File: config.mk
export PLATFORM = sky130hd
export DESIGN_NAME = fifo_burst_scheduler
export DESIGN_NICKNAME = d
export VERILOG_FILES = /design/src/rtl/fifo_burst_scheduler.sv
export SDC_FILE = /design/constraint.sdc
export NUM_CORES = 1
export LEC_CHECK = 0
export BUFFER_PORTS_ARGS = -buffer_cell sky130_fd_sc_hd__clkbuf_2
export CAP_MARGIN = 20
export CORE_ASPECT_RATIO = 2
export CORE_MARGIN = 2
export CORE_UTILIZATION = 32
export DETAILED_ROUTE_END_ITERATION = 6
export PLACE_DENSITY = 0.55
export SLEW_MARGIN = 15
export SYNTH_ARGS = -nofsm -noshare
export SYNTH_HDL_FRONTEND = slang
export SYNTH_SLANG_ARGS = --single-unit
export TNS_END_PERCENT = 10
File: constraint.sdc
create_clock -name outputClock -period 2 [get_ports outputClock]
set_input_delay 0.4 -clock outputClock [delete_from_list [all_inputs] [get_ports outputClock]]
set_output_delay 0.4 -clock outputClock [all_outputs]
set_load 0.02 [all_outputs]
File: src/rtl/fifo_burst_scheduler.sv
// fifo_burst_scheduler
// Read-side controller for the sample FIFO. It runs in the FIFO read clock
// domain and watches the FIFO status flags. When half-full is reached, it
// sequences fixed-length bursts out of the show-ahead FIFO onto the 16-bit
// host bus. It honours host back-pressure, counts completed bursts and latches
// overflow and underrun as sticky errors.
//
// Ports
//   outputClock    in   FIFO read clock (only clock)
//   nReset         in   asynchronous active-low reset
//   nReady         in   0 = capture enabled / host ready, 1 = stop
//   empty_flag     in   FIFO empty
//   halfFull_flag  in   FIFO level above half
//   full_flag      in   FIFO full
//   fifoData       in   show-ahead FIFO word (10 bits)
//   hostStall      in   host cannot take a word this cycle
//   outputAck      out  FIFO pop request (combinational, BURST only)
//   hostData       out  {6'b0, sample}, valid with hostWrite
//   hostWrite      out  host data strobe, one cycle after outputAck
//   dataAvailable  out  a full burst is buffered (ARM only, one-cycle delay)
//   burstActive    out  state is BURST
//   overflowError  out  sticky: full seen while capturing
//   underrunError  out  sticky: empty seen mid-burst
//   burstCount     out  completed bursts since capture start, wraps
module fifo_burst_scheduler #(
  parameter int BURST_LEN = 8192,
  parameter int CNT_W     = 14
) (
  input  logic        outputClock,
  input  logic        nReset,
  input  logic        nReady,
  input  logic        empty_flag,
  input  logic        halfFull_flag,
  input  logic        full_flag,
  input  logic [9:0]  fifoData,
  input  logic        hostStall,
  output logic        outputAck,
  output logic [15:0] hostData,
  output logic        hostWrite,
  output logic        dataAvailable,
  output logic        burstActive,
  output logic        overflowError,
  output logic        underrunError,
  output logic [15:0] burstCount
);

  typedef enum logic [1:0] {
    IDLE  = 2'd0,
    ARM   = 2'd1,
    BURST = 2'd2,
    FAULT = 2'd3
  } state_t;

  localparam logic [CNT_W-1:0] LAST_WORD = CNT_W'(BURST_LEN - 1);

  state_t            state_r;
  state_t            nextState_s;
  logic [CNT_W-1:0]  wordCount_r;
  logic [15:0]       hostData_r;
  logic              hostWrite_r;
  logic              dataAvailable_r;
  logic              overflowError_r;
  logic              underrunError_r;
  logic [15:0]       burstCount_r;
  logic              ackEn_s;
  logic              lastWord_s;

  assign lastWord_s = (wordCount_r == LAST_WORD);

  // Pop request: full or stop requests kill the ack in the same cycle they appear.
  always_comb begin
    if (state_r == BURST) begin
      ackEn_s = ~hostStall & ~empty_flag & ~full_flag & ~nReady;
    end else begin
      ackEn_s = 1'b0;
    end
  end

  // Next-state selection; overflow outranks stop, completion and underrun.
  always_comb begin
    nextState_s = state_r;
    case (state_r)
      IDLE: begin
        if (!nReady) nextState_s = ARM;
        else         nextState_s = IDLE;
      end
      ARM: begin
        if (full_flag)                         nextState_s = FAULT;
        else if (nReady)                       nextState_s = IDLE;
        else if (halfFull_flag && !hostStall)  nextState_s = BURST;
        else                                   nextState_s = ARM;
      end
      BURST: begin
        if (full_flag)       nextState_s = FAULT;
        else if (nReady)     nextState_s = IDLE;
        else if (hostStall)  nextState_s = BURST;
        else if (empty_flag) nextState_s = ARM;
        else if (lastWord_s) nextState_s = ARM;
        else                 nextState_s = BURST;
      end
      FAULT: begin
        if (nReady) nextState_s = IDLE;
        else        nextState_s = FAULT;
      end
      default: nextState_s = IDLE;
    endcase
  end

  // State register, host pipeline stage, counters and sticky error flags.
  always_ff @(posedge outputClock or negedge nReset) begin
    if (!nReset) begin
      state_r         <= IDLE;
      wordCount_r     <= '0;
      hostData_r      <= 16'd0;
      hostWrite_r     <= 1'b0;
      dataAvailable_r <= 1'b0;
      overflowError_r <= 1'b0;
      underrunError_r <= 1'b0;
      burstCount_r    <= 16'd0;
    end else begin
      state_r     <= nextState_s;
      hostWrite_r <= ackEn_s;
      if (ackEn_s) hostData_r <= {6'd0, fifoData};
      // Gated by the next state so the flag is never seen outside ARM.
      dataAvailable_r <= (nextState_s == ARM) & halfFull_flag;
      case (state_r)
        IDLE: begin
          if (!nReady) begin
            overflowError_r <= 1'b0;
            underrunError_r <= 1'b0;
            burstCount_r    <= 16'd0;
          end
        end
        ARM: begin
          wordCount_r <= '0;
          if (full_flag) overflowError_r <= 1'b1;
        end
        BURST: begin
          if (full_flag) begin
            overflowError_r <= 1'b1;
          end else if (ackEn_s) begin
            wordCount_r <= wordCount_r + CNT_W'(1);
            if (lastWord_s) burstCount_r <= burstCount_r + 16'd1;
          end else if (!nReady && !hostStall && empty_flag) begin
            underrunError_r <= 1'b1;
          end
        end
        FAULT: begin
          wordCount_r <= wordCount_r;
        end
        default: begin
          wordCount_r <= '0;
        end
      endcase
    end
  end

  assign outputAck     = ackEn_s;
  assign hostData      = hostData_r;
  assign hostWrite     = hostWrite_r;
  assign dataAvailable = dataAvailable_r;
  assign burstActive   = (state_r == BURST);
  assign overflowError = overflowError_r;
  assign underrunError = underrunError_r;
  assign burstCount    = burstCount_r;

endmodule

# ---- After elaboration in Yosys (flattened, before gate mapping)
# Cells that the tools add are included.
dict set report word_totals {
  wordCells 71
  regBits 46
  in_bits 17
}
dict set report op_classes {
  mux 27
  addsub 2
  n_reduce_logical 14
  bitwise_logic 8
  eq_ne 12
}
# cell count
set ops {}
lappend ops {{two-way mux 16 bit} 4}
lappend ops {{case mux 16 bit (2 select lines)} 1}
lappend ops {{two-way mux 14 bit} 2}
lappend ops {{case mux 14 bit (2 select lines)} 1}
lappend ops {{two-way mux 2 bit} 9}
lappend ops {{adder 16 x 1 -> 16 bit, second input constant} 1}
lappend ops {{adder 14 x 1 -> 14 bit, second input constant} 1}
lappend ops {{equality test 14 x 13 -> 1 bit, second input constant} 1}
lappend ops {{AND reduction 5 bit} 2}
lappend ops {{!= test 2 x 1 -> 1 bit, second input constant} 4}
lappend ops {{case mux 2 bit (4 select lines)} 1}
lappend ops {{two-way mux 1 bit} 7}
lappend ops {{!= test 2 bit, second input constant} 3}
lappend ops {{AND reduction 3 bit} 2}
lappend ops {{nonzero test 2 bit} 3}
lappend ops {{bitwise AND 1 bit} 4}
lappend ops {{equality test 2 x 1 -> 1 bit, second input constant} 2}
lappend ops {{equality test 2 bit, second input constant} 2}
lappend ops {{NOT 1 bit} 4}
lappend ops {{case mux 1 bit (2 select lines)} 2}
lappend ops {{logical AND 1 bit} 3}
lappend ops {{zero test 1 bit} 2}
lappend ops {{zero test 2 bit} 1}
lappend ops {{OR reduction 2 bit} 1}

# ---- Logic depth before layout (Yosys ltp)
# Gate-level depths: netlist of run 1.
dict set report logic_depth {
  word_depth 9
  ltp_mapped 9
}

# ---- Least setup slack after synthesis of run 1
# No wires, ideal clock.
dict set report synth_path {
  kind {reg-to-output}
  from {register state_r[0] (netlist name)}
  to {output burstCount[12]}
  path_slack_ns -0.277
  t_required_ns 1.922
  setup_time_ns 0.078
  stages_incl_launch_ff 9
  arrival_time_ns 2.199
  cell_sequence {dfrtp_1 inv_1 ha_1 clkbuf_1 a22o_1 nor4_1 nand4_1 or3_1 a21oi_1}
}
# element line_no
set synth_lines {}
lappend synth_lines {{end: declaration} 44} ;# output logic [15:0] burstCount

==> flow_metrics.py, run 1 <==
metrics = {
    "critical_path": {
        "cp_cell_sequence": "inv_2 > ha_2 > a22o_4 > nor4_4 > buf_4 > nand3_1 > or3_1 > a21oi_2",
        "end_kind": "register",
        "cp.arrival_ps": 2160,
        "crit_type": "reg -> reg",
        "critPathMaxStageDelay_ps": 410,
        "cp-endpoint": "burstCount[14]",
        "r2r_end": "burstCount[14]",
        "r2r-start": "state_r[1]",
        "regToRegSetupSlack_ps": 70,
        "critical_path.startpoint_type": "register",
        "cp.required_ps": 2220,
        "cp_top_family": "simple AND/OR/NAND/NOR gates",
        "startpoint": "state_r[1]",
        "cp_num_buf_inv": 2,
        "worstSetupPathDepth": 8,
        "worstRegToRegCells": 8,
        "cpMaxStageDelayCell": "dfrtp_1",
        "crit_path_max_fanout": 4,
    },
    "layout": {
        "layout_common_cells": "clkbuf_2 (48), dfrtp_1 (46), buf_4 (27), nand2_1 (19)",
        "syn_to_final_growth_pct": 27.46,
        "nets": 357,
        "final_common_cell": "clkbuf_2",
        "diodes": 0,
        "fill_cells": 779,
        "drive_above_1_share_pct": 32.73,
    },
    "detailed_routing": {
        "drt.antenna.violating_nets": 0,
        "routed_via_density": 5.253,
        "drt_first_pass_iters": 4,
        "drtIter0Drc": 103,
        "routed_wl_um": 6205,
        "via_count": 2243,
        "route.detailed.drc": 0,
        "wl_per_cell_um": 14.53,
    },
    "clock_network": {
        "clkTransAtPathRegs_ps": 70,
        "cts_tree": "built",
        "htreeDepth": 2,
        "cts_buffers": 5,
        "cts_setup_buffers": 0,
        "cts.path.max_buffers": 2,
        "clkLatencyLatePin_ps": 290,
        "ctsRootBufferMaster": "clkbuf_16",
        "cts.sinks": 46,
    },
    "sta": {
        "rsz0062_at_grt": "yes",
        "hold_viol": 0,
        "tightest_slew_ps": 604.2,
        "timing.hold.ws_ps": 193.7,
        "post-route-period-util_pct": 96.75,
        "fin_skew_ps": 8.939,
        "slew_headroom_pct": 59.72,
        "fin_tns_setup_ps": 0,
        "fmax_mhz": 516.8,
        "period_minus_slack_ps": 1935,
        "slew_violations": 0,
        "setup_violations": 0,
    },
    "die": {
        "core_um2": 7601,
        "die_w_um": 66.86,
        "die_area_um2": 8672,
        "die-height_um": 129.7,
        "start_util_pct": 33.27,
        "rows": 45,
        "io_pins": 55,
    },
    "yosys": {
        "synth_ff_type": "dfrtp_1",
        "seq_area_frac_synth_pct": 45.52,
        "async_flop_share_pct": 100.0,
        "ys_warn_count": 0,
        "syn_area_per_cell_um2": 9.615,
        "postSynthCellCount": 263,
        "synth_edf_count": 0,
        "postSynthRegisterBits": 46,
        "synth_area_um2": 2529,
        "yosysUniqueCellTypes": 46,
    },
    "global_routing": {
        "grt_first_pass_wirelength_um": 10570,
        "grtUsageTotal_pct": 15.77,
        "antenna_found_initial": 0,
        "grt_pass1_vias": 2345,
        "overflow": 0,
        "grt_max_degree": 47,
    },
    "power": {
        "peakVddDrop_v": 0.0006129,
        "power.density_nw_per_um2": 1076,
        "leakagePower_nw": 1.514,
        "power.total_w": 0.003469,
    },
    "placement": {
        "gp_congestion": 0.8216,
        "hpwl_um": 4738,
        "numPortBuffers": 48,
    },
    "run": {
        "maxCapViolCount": 0,
    },
    "outcome": {
        "status": "finished, final reports clean",
    },
    "worst_hold_path": {
        "min-delay-path-class": "in -> async",
    },
}
-- power breakdown --
group / internal [W] / switching [W]
combinational: 0.000563 / 0.000923
sequential: 0.00106 / 0.0000720
clock: 0.000495 / 0.000353
total: 0.00212 / 0.00135
-- logic make-up (layout without fill, tap and decap cells) --
family                     count (synthesis)  count (layout)  share of synthesized area, %
adders and majority gates                  8               8                         3.959
and+or+nand+nor                          104             104                         23.25
muxes                                     11              11                         4.849
AOI/OAI and AO/OA                         62              62                         15.24
xor gates and xnor gates                   6               6                         2.078
DFF                                       46              46                         45.52
buffers and inverters                     25              90                         4.948
other                                      1               6                        0.1483
-- stage by stage --
stage	area [µm²]	setup slack, ps	utilization (%)	instances
after detailed placement	3033	-57.04	39.90	419
after CTS	3202	14.33	42.12	427
final	3223	65.06	42.40	427
after global routing	3223	-72.71	42.40	427
after global placement	3033	-7.782	39.90	419
after floorplan	2574	-25.50	-	268
-- worst reg2reg max path, stage by stage, from the launching register on --
cell     delay (ps)
dfrtp_1         410
inv_2            70
ha_2            200
a22o_4          260
nor4_4          190
buf_4           160
nand3_1          90
or3_1           350
a21oi_2         130
-- layer usage --
layer,wire length [µm],up-vias,track usage [%]
met5,0,-,0
met4,136,0,6.723
met3,207,9,3.017
met2,3533,42,30.24
met1,2327,1097,15.93
li1,-,1095,-
-- cells in the mapped netlist, types with 2 or more instances --
| master | n | area (µm²) |
|---|---|---|
| and2_1 | 2 | 12.51 |
| o21ai_0 | 18 | 90.09 |
| a21o_1 | 2 | 15.01 |
| o31ai_1 | 4 | 30.03 |
| clkbuf_1 | 10 | 37.54 |
| and3_1 | 7 | 43.79 |
| and4_1 | 4 | 35.03 |
| buf_4 | 6 | 45.04 |
| a21oi_1 | 20 | 100.1 |
| o211ai_1 | 2 | 15.01 |
| nor2_1 | 15 | 56.30 |
| or4_1 | 6 | 45.04 |
| a221o_1 | 3 | 30.03 |
| dfrtp_1 | 46 | 1151 |
| a211oi_1 | 3 | 22.52 |
| or3_1 | 12 | 75.07 |
| xnor2_1 | 5 | 43.79 |
| nor3_1 | 5 | 25.02 |
| nand2b_1 | 4 | 25.02 |
| mux2_2 | 10 | 112.6 |
| nand4_1 | 7 | 43.79 |
| nor4_1 | 2 | 12.51 |
| nand3_1 | 14 | 70.07 |
| o2bb2ai_1 | 2 | 17.52 |
| inv_1 | 7 | 26.28 |
| ha_1 | 8 | 100.1 |
| nand2_1 | 20 | 75.07 |
-- sequential cells by signal, indices dropped and copies added (netlist names) --
| register | cells |
|---|---|
| dataAvailable | 1 |
| wordCount_r | 14 |
| hostData | 10 |
| state_r | 2 |
| hostWrite | 1 |
| underrunError | 1 |
| overflowError | 1 |
| burstCount | 16 |
-- worst min path at each step --
stage             startpoint             end  slack [ps]  depth (start not counted)
6_report              nReset  wordCount_r[1]         190                          2
5_1_grt               nReset  wordCount_r[1]         270                          2
4_1_cts               nReset  wordCount_r[1]         240                          2
3_5_place_dp   underrunError   underrunError         490                          2
3_3_place_gp   underrunError   underrunError         480                          2
2_1_floorplan         nReset   burstCount[0]         100                          0
-- final cells by class --
cell class,count,area (µm²),share of cell area [%]
Clock buffer,6,138.9,4.309
Clock inverter,2,12.51,0.3882
Inverter,7,26.28,0.8152
Multi-Input combinational cell,197,1334,41.38
Sequential cell,46,1151,35.71
Tap cell,94,117.6,3.649
Timing Repair Buffer,75,442.9,13.74
-- repair_timing --
item                                    CTS  global route
hold buffers                              0             0
endpoints found under the setup margin    5            12
pin swaps                                 0             1
resized for setup                         4             6
(Power assumes the default switching activity.)
==> inputs of run 2 (changes only) <==
- ABC_AREA: default -> 1
- PLACE_DENSITY: 0.55 -> 0.54
==> flow_metrics.py, run 2 <==
metrics = {
    "outcome": {
        "status": "finished, final reports clean",
    },
    "yosys": {
        "async_flop_share_pct": 100.0,
        "synth_area_um2": 2695,
        "postSynthRegisterBits": 46,
        "synth_top_area_share_pct": 42.71,
        "synth_commonest_cells": "nand2_1 (72), dfrtp_1 (46), nor2_1 (30)",
        "synth_edf_count": 0,
        "netlist_top_cells_area": "dfrtp_1 (43%), nand2_1 (10%), nand3_1 (4.8%), mux2_2 (4.2%), nor2_1 (4.2%)",
        "synth_top_area_cell": "dfrtp_1",
        "postSynthCellCount": 321,
        "syn_area_per_cell_um2": 8.396,
        "seq_area_frac_synth_pct": 42.71,
        "synth_ff_type": "dfrtp_1",
        "yosysUniqueCellTypes": 36,
        "ys_warn_count": 0,
        "synth.most_common_cell": "nand2_1",
    },
    "sta": {
        "tightest_slew_ps": 607.0,
        "fmax_mhz": 531.6,
        "period_minus_slack_ps": 1881,
        "fin_tns_setup_ps": 0,
        "post-route-period-util_pct": 94.05,
        "hold_viol": 0,
        "slew_headroom_pct": 59.54,
        "setup_violations": 0,
        "fin_skew_ps": 3.154,
        "slew_violations": 0,
        "rsz0062_at_grt": "no",
    },
    "critical_path": {
        "crit_path_max_fanout": 8,
        "crit_type": "reg -> out",
        "cp.required_ps": 1600,
        "end_kind": "primary output",
        "cp.arrival_ps": 1480,
        "critical_path.startpoint_type": "register",
    },
    "global_routing": {
        "grt_first_pass_wirelength_um": 11140,
        "grtUsageTotal_pct": 16.19,
        "antenna_found_initial": 0,
        "grt_max_degree": 47,
        "grt_pass1_vias": 2307,
        "overflow": 0,
    },
    "layout": {
        "diodes": 0,
        "final_core_util_pct": 38.72,
        "layout_common_cells": "nand2_1 (72), clkbuf_2 (48), dfrtp_1 (46), nor2_1 (30), inv_1 (28)",
        "fill_cells": 898,
        "largest_register_ffs": 16,
        "nets": 401,
        "final_common_cell": "nand2_1",
        "drive_above_1_share_pct": 27.85,
        "syn_to_final_growth_pct": 18.29,
    },
    "clock_network": {
        "cts.sinks": 46,
        "cts.path.max_buffers": 2,
        "ctsRootBufferMaster": "clkbuf_16",
        "clkLatencyLatePin_ps": 290,
        "clkTransAtPathRegs_ps": 70,
        "htreeDepth": 2,
        "cts_buffers": 5,
        "holdBufCountCts": 0,
        "cts_tree": "built",
    },
    "power": {
        "peakVddDrop_v": 0.0007100,
        "leakagePower_nw": 1.493,
        "power.density_nw_per_um2": 1038,
    },
    "detailed_routing": {
        "drt_first_pass_iters": 4,
        "routed_wl_um": 6841,
        "via_count": 2324,
        "drtIter0Drc": 65,
        "routed_via_density": 4.893,
        "wl_per_cell_um": 14.40,
        "route.detailed.drc": 0,
        "drt.antenna.violating_nets": 0,
    },
    "die": {
        "rows": 47,
        "die_area_um2": 9216,
        "core_um2": 8233,
        "io_pins": 55,
        "die_w_um": 68.89,
        "start_util_pct": 32.74,
        "die-height_um": 133.8,
    },
    "worst_hold_path": {
        "min-delay-path-class": "in -> async",
    },
    "placement": {
        "gp_congestion": 0.8676,
        "hpwl_um": 5288,
        "numPortBuffers": 48,
    },
    "run": {
        "maxCapViolCount": 0,
    },
}
## run 2: cells by family (layout without fill, tap and decap cells)
| group | after synthesis | count (layout) | share of synthesized area [%] |
|---|---|---|---|
| AO/OA/AOI/OAI | 45 | 45 | 10.59 |
| XOR/XNOR | 7 | 7 | 2.275 |
| adder cells (fa/ha/maj) | 8 | 8 | 3.714 |
| buffers and inverters | 42 | 93 | 7.892 |
| flip-flops | 46 | 46 | 42.71 |
| multiplexers | 10 | 10 | 4.178 |
| other | 1 | 6 | 0.1391 |
| AND/OR/NAND/NOR | 162 | 162 | 28.51 |
## run 2: layout make-up
| class | count | area (µm²) | area share (%) |
|---|---|---|---|
| Inverter | 31 | 117.6 | 3.689 |
| Tap cell | 98 | 122.6 | 3.846 |
| Clock inverter | 3 | 21.27 | 0.6672 |
| Multi-Input combinational cell | 238 | 1353 | 42.43 |
| Sequential cell | 46 | 1151 | 36.11 |
| Timing Repair Buffer | 54 | 297.8 | 9.341 |
| Clock buffer | 5 | 125.1 | 3.925 |
## run 2: timing repair
item	in CTS	in global routing
gates resized for setup	0	1
endpoints found under the setup margin	1	4
pin swaps	1	0
setup buffers	1	0
endpoints found under the hold margin	0	0
## run 2: per-stage QoR
stage          hold slack [ps]  cells  total power [W]  setup slack, ps  instance area (µm²)
6_report                 190.9    475         0.003308            119.0                 3188
5_1_grt                  256.8    475         0.003511            48.06                 3188
4_1_cts                  234.5    475         0.003362            47.40                 3186
3_5_place_dp             495.0    466         0.002497            145.8                 3032
3_3_place_gp             491.5    466         0.002479            201.3                 3032
2_1_floorplan            104.4    326         0.002108            126.0                 2714
## run 2: worst paths after layout
path                             startpoint             end  slack (ps)  cells after the start
worst max register to register   state_r[0]  burstCount[13]         200                      8
worst max-delay path             state_r[0]       outputAck         120                      5
min in group outputClock        fifoData[2]     hostData[2]         330                      2
worst min-delay path                 nReset   dataAvailable         190                      2
max in group asynchronous            nReset  wordCount_r[4]        1390                      2
worst min register to register  hostData[7]     hostData[7]         510                      1
## run 2: per-layer routing
| layer | global-route usage, % | share of wire, % | wire (µm) | up-vias |
|---|---|---|---|---|
| met5 | 0 | 0 | 0 | - |
| met4 | 7.516 | 3.1 | 210 | 0 |
| met3 | 2.181 | 2.0 | 138 | 11 |
| met2 | 30.45 | 59 | 4009 | 37 |
| met1 | 16.49 | 36 | 2482 | 1117 |
| li1 | - | - | - | 1159 |
## run 2: critical path, cell delays in order, from the launching register on
cell and delay (ps):
dfrtp_1 420, inv_1 120, ha_2 250, inv_2 110
nor2_4 120, clkbuf_2 180
## run 2: power by group
group / switching, W / total [W] / leakage, nW / internal [W]
registers: 0.0000885 / 0.00116 / 0.630 / 0.00107
logic: 0.000862 / 0.00131 / 0.793 / 0.000446
clock network: 0.000381 / 0.000845 / 0.0698 / 0.000464
